`src/rtl/pipe_pkg.sv`:
```
// Shared constants for the five-stage pipeline: word width, bubble instruction
// and the per-stage data field indices used with pipe_latch.
package pipe_pkg;

  localparam int WORD_W = 32;
  localparam logic [WORD_W-1:0] NOP_INSN = 32'h0000_0000;

  // Data field slots per stage boundary (FD carries no data fields)
  localparam int DX_A = 0;
  localparam int DX_B = 1;
  localparam int XM_O = 0;
  localparam int XM_B = 1;
  localparam int MW_O = 0;
  localparam int MW_D = 1;

endpackage

```
`src/rtl/sat_counter.sv`:
```
// Saturating event counter: counts cycles with inc=1, sticks at all-ones,
// cleared only by synchronous reset.
module sat_counter #(
  parameter int W = 16
) (
  input  logic         clock,
  input  logic         reset,
  input  logic         inc,
  output logic [W-1:0] count
);

  logic [W-1:0] count_q, count_d;

  always_comb begin
    count_d = count_q;
    if (inc && (count_q != {W{1'b1}})) begin
      count_d = count_q + W'(1);
    end
  end

  always_ff @(posedge clock) begin
    if (reset) begin
      count_q <= '0;
    end else begin
      count_q <= count_d;
    end
  end

  assign count = count_q;

endmodule

```
`src/rtl/pipe_latch.sv`:
```
// Pipeline stage register carrying PC, instruction and NFIELDS data words with
// stall (hold), flush (bubble) and saturating stall/bubble counters; 1-cycle latency.
module pipe_latch #(
  parameter int                WIDTH    = pipe_pkg::WORD_W,
  parameter int                NFIELDS  = 2,
  parameter logic [WIDTH-1:0]  NOP_INSN = pipe_pkg::NOP_INSN,
  parameter int                CNT_W    = 16
) (
  input  logic                                             clock,
  input  logic                                             reset,
  input  logic                                             stall,
  input  logic                                             flush,
  input  logic                                             in_valid,
  input  logic [WIDTH-1:0]                                 pc_in,
  input  logic [WIDTH-1:0]                                 insn_in,
  input  logic [((NFIELDS > 0) ? NFIELDS*WIDTH : 1)-1:0]   data_in,
  output logic                                             out_valid,
  output logic [WIDTH-1:0]                                 pc_out,
  output logic [WIDTH-1:0]                                 insn_out,
  output logic [((NFIELDS > 0) ? NFIELDS*WIDTH : 1)-1:0]   data_out,
  output logic [CNT_W-1:0]                                 stall_count,
  output logic [CNT_W-1:0]                                 bubble_count
);

  localparam int DW = NFIELDS * WIDTH;
  localparam int PW = 2 * WIDTH + DW;

  // Payload layout, MSB first: {pc, insn, data fields}
  logic [PW-1:0]    payload_q, payload_d;
  logic [PW-1:0]    load_vec, bubble_vec;
  logic             valid_q, valid_d;
  logic [WIDTH-1:0] insn_sel;
  logic             stall_inc, bubble_inc;

  assign insn_sel   = in_valid ? insn_in : NOP_INSN;
  assign bubble_vec = {{(PW-WIDTH){1'b0}}, NOP_INSN} << DW;

  generate
    if (NFIELDS > 0) begin : g_data
      assign load_vec = {pc_in, insn_sel, data_in};
      assign data_out = payload_q[DW-1:0];
    end else begin : g_nodata
      logic unused_data;
      assign unused_data = ^data_in;
      assign load_vec    = {pc_in, insn_sel};
      assign data_out    = '0;
    end
  endgenerate

  always_comb begin
    valid_d   = valid_q;
    payload_d = payload_q;
    if (flush) begin
      valid_d   = 1'b0;
      payload_d = bubble_vec;
    end else if (!stall) begin
      valid_d   = in_valid;
      payload_d = load_vec;
    end
  end

  always_ff @(posedge clock) begin
    if (reset) begin
      valid_q   <= 1'b0;
      payload_q <= bubble_vec;
    end else begin
      valid_q   <= valid_d;
      payload_q <= payload_d;
    end
  end

  assign out_valid = valid_q;
  assign pc_out    = payload_q[PW-1 -: WIDTH];
  assign insn_out  = payload_q[DW +: WIDTH];

  // A load of an invalid slot writes a bubble just like a flush does
  assign stall_inc  = stall & ~flush;
  assign bubble_inc = flush | (~stall & ~in_valid);

  sat_counter #(.W(CNT_W)) u_stall_cnt (
    .clock (clock),
    .reset (reset),
    .inc   (stall_inc),
    .count (stall_count)
  );

  sat_counter #(.W(CNT_W)) u_bubble_cnt (
    .clock (clock),
    .reset (reset),
    .inc   (bubble_inc),
    .count (bubble_count)
  );

endmodule

```
`config.mk`:
```
export PLATFORM = sky130hd
export DESIGN_NAME = pipe_latch
export DESIGN_NICKNAME = d
export VERILOG_FILES = /design/src/rtl/pipe_pkg.sv /design/src/rtl/sat_counter.sv /design/src/rtl/pipe_latch.sv
export SDC_FILE = /design/constraint.sdc
export NUM_CORES = 1
export LEC_CHECK = 0
export CAP_MARGIN = 15
export CORE_MARGIN = 2
export CORE_UTILIZATION = 44
export CTS_CLUSTER_DIAMETER = 30
export CTS_CLUSTER_SIZE = 12
export DETAILED_ROUTE_END_ITERATION = 10
export GPL_TIMING_DRIVEN = 1
export PLACE_DENSITY = 0.92
export RECOVER_POWER = 25
export SYNTH_ARGS = -nofsm -noshare
export SYNTH_HDL_FRONTEND = slang
export SYNTH_SLANG_ARGS = --single-unit
```
`constraint.sdc`:
```
create_clock -name clock -period 2.6 [get_ports clock]
set_input_delay 0.52 -clock clock [delete_from_list [all_inputs] [get_ports clock]]
set_output_delay 0.52 -clock clock [all_outputs]
set_load 0.05 [all_outputs]
```
==> impl_results.md <==
* Fin. max-slew vios at 0
* Drt total wl at about 19000 um
* GPL Wtd Cong at roughly 0.83
* Resized Gates After CTS at 0
* Mean post-synth cell area at between 9 and 10 um2
* GRT overflow at 0
* H-tree Lvls at 4
* I/O Buffers at slightly below 300
* Worst-Margin Slew at approximately 1.3 ns
* Req. time, crit path at between 2 and 2.5 ns
* Slowest-stage cell, CP: clkdlybuf4s50_1
* YS warnings at 0
* Synth Net Count at 748
* Tcrit/Tclk final at 87.4%
* Worst vdd ir at roughly 0.52 mV
* Critical-path cell list: clkdlybuf4s50_1
* Setup tns final at 0 ns
* Max_cap viols at 0
* P&R area growth vs syn at 60.7%
* Nets at between 1000 and 1500
* Final antenna-violating net count at 0
* CTS Buf Count at 17
* Die X at between 100 and 150 um
* Pwr dens at approximately 600 nW/um2
* Main synth FF type: dfxtp_1
* #FFs+latches synth at about 160
* First-pass GRT wire length at a little under 30000 um
* Min Tclk post-route at between 2 and 2.5 ns
* Final setup skew at 0.00672 ns
* Ant. Diodes at 0
* Fmax at between 0.4 and 0.5 GHz
* Antenna violations before repair at 0
* Synth unique cells at 40
* HPWL after DPL at 13600 um
* Clock Sinks at 161
* Multi-input gate area at roughly 2600 um2
* Synth Instances at between 600 and 700
* Final setup vio count at 0
* Most frequent cells in the layout: clkdlybuf4s50_1, dfxtp_1, nor2_1, mux2i_1, a22oi_1
* Tot Pwr at 0.00596 W
* Share of cells above drive strength 1 at 5.95%
* Final Hold Viols at 0
* Startpoint types: flop
* Max FO, Critical Path at 8
* Die area at 14700 um2
* Post-Syn Area at a little over 6000 um2
* Largest net degree at the start of global routing at 66
* Most common cell after layout, fill and taps aside: clkdlybuf4s50_1
* Rel. slew slack at approximately a tenth
* Detailed-route DRC error count at 0
* Routed WL per cell at about 18 um
* Io pins at 294
* Dpl cells at ~1100
* 1st-iter DRT viols at between 400 and 500
* Vias in the first global route at between 5000 and 6000
* Arrival @ worst endpoint at 1.75 ns
* CP top delay family: buffers and inverters
* CTS Buffer Depth at 2
* Clock root cell: clkbuf_16
* HP Class: flop to flop
* Fill cells at a little over 900
* Sequential share of the synthesized area at a little over half
* Clock Latency Late Sink at between 0.4 and 0.5 ns
* WP buf/inv at 1
* Core Box Area at 13300 um2
* Worst slack, placed at approximately 0.28 ns
* Fin cells at around 1100
* Number of flops mapped to enable cells by yosys at 0
* Final WS setup at around 0.33 ns
* Vias post-DR at around 5700
* Unrepaired setup endpoints after global routing: no
* Postcts setup bufs at 0
* Post-layout util at ~73%
* GRT Total Usage at about 25%
* Register area at ~3200 um2
* Hold-fix buffers, CTS at 0
* DRT Pass-1 Iters at 4
* DR vias/cell at between 5 and 6
* Outcome: completed
* Kind of critical path: flop to output pin
* Leakage power at 3.74 nW
* TritonCTS clock tree: built
* Crit path capture type: output pin
* Ys async rst share at 0%
* Placement Rows at 42
* CP peak stage delay at 0.88 ns
* Initial Utilization at approximately 45%
* Die height at 121 um
* Worst-path clk slew at 0.06 ns
==> Yosys cell counts, drive strengths merged (3+ instances only) <==
master  instances  share of area [%]
o21ai           6               0.50
mux2            3               0.56
a21oi          23                1.9
o41ai           3               0.43
and4            3               0.45
nor4            5               0.76
dfxtp         161                 53
nand2           9               0.56
nor2          139                8.6
or4            14                1.8
clkbuf         27                1.7
buf            14                1.1
nand3           9               0.74
o31ai          15                1.9
mux2i          98                 16
or3             9                1.0
nor2b           4               0.41
nor3            5               0.41
nand4          10                1.2
inv             8               0.50
a22oi          32                4.0
==> layout make-up <==
cell class	instances	area share (%)
timing repair buffer	304	30.9
inverter	8	0.309
multi-input combinational	403	27.1
clock buffer	19	4.55
sequential	161	33.1
tap	176	2.26
clock inverter	13	1.67
==> path summary, 6_finish.rpt <==
check,slack [ns],startpoint,end,cells after the start
setup / recovery,0.33,u_stall_cnt.count[2]$_SDFFE_PP0P_,stall_count[2],1
hold / removal,0.49,payload_q[118]$_SDFFE_PP0N_,payload_q[118]$_SDFFE_PP0N_,2
setup reg to reg,0.42,u_bubble_cnt.count[0]$_SDFFE_PP0P_,u_bubble_cnt.count[1]$_SDFFE_PP0P_,5
hold reg to reg,0.49,payload_q[118]$_SDFFE_PP0N_,payload_q[118]$_SDFFE_PP0N_,2
==> registers in the layout, summed over array words and instances (netlist names) <==
name / cells
out_valid: 1
payload_q: 128
u_bubble_cnt.count: 16
u_stall_cnt.count: 16
==> cells by family (layout without fill, tap and decap cells) <==
family	after synthesis	in the layout	share of synthesized area [%]
AOI/OAI and AO/OA	85	85	9.46
xor gates and xnor gates	1	1	0.145
adders and majority gates	2	2	0.413
buffers and inverters	49	344	3.22
DFF	161	161	53.2
muxes	101	101	16.7
and+or+nand+nor	214	214	16.8
==> stage by stage <==
stage	hold WS [ns]	instance area [um2]
4_1_cts	0.499	9770
2_1_floorplan	0.664	6060
6_report	0.493	9730
5_1_grt	0.516	9730
3_5_place_dp	0.486	9160
3_3_place_gp	0.472	9160
==> routing by layer <==
metal	vias to the layer above	track usage [%]	part of all wire [%]
li1	2731	-	-
met1	2715	27.3	37
met2	238	45.4	52
met3	41	9.82	8.4
met4	0	9.27	2.3
met5	-	0	0
==> where the power goes <==
group / switching, W / internal, W / leakage, nW
clock: 0.00101 / 0.00154 / 0.301
combinational: 0.000452 / 0.000381 / 2.13
sequential: 0.0000421 / 0.00253 / 1.31
(Power assumes the default switching activity.)
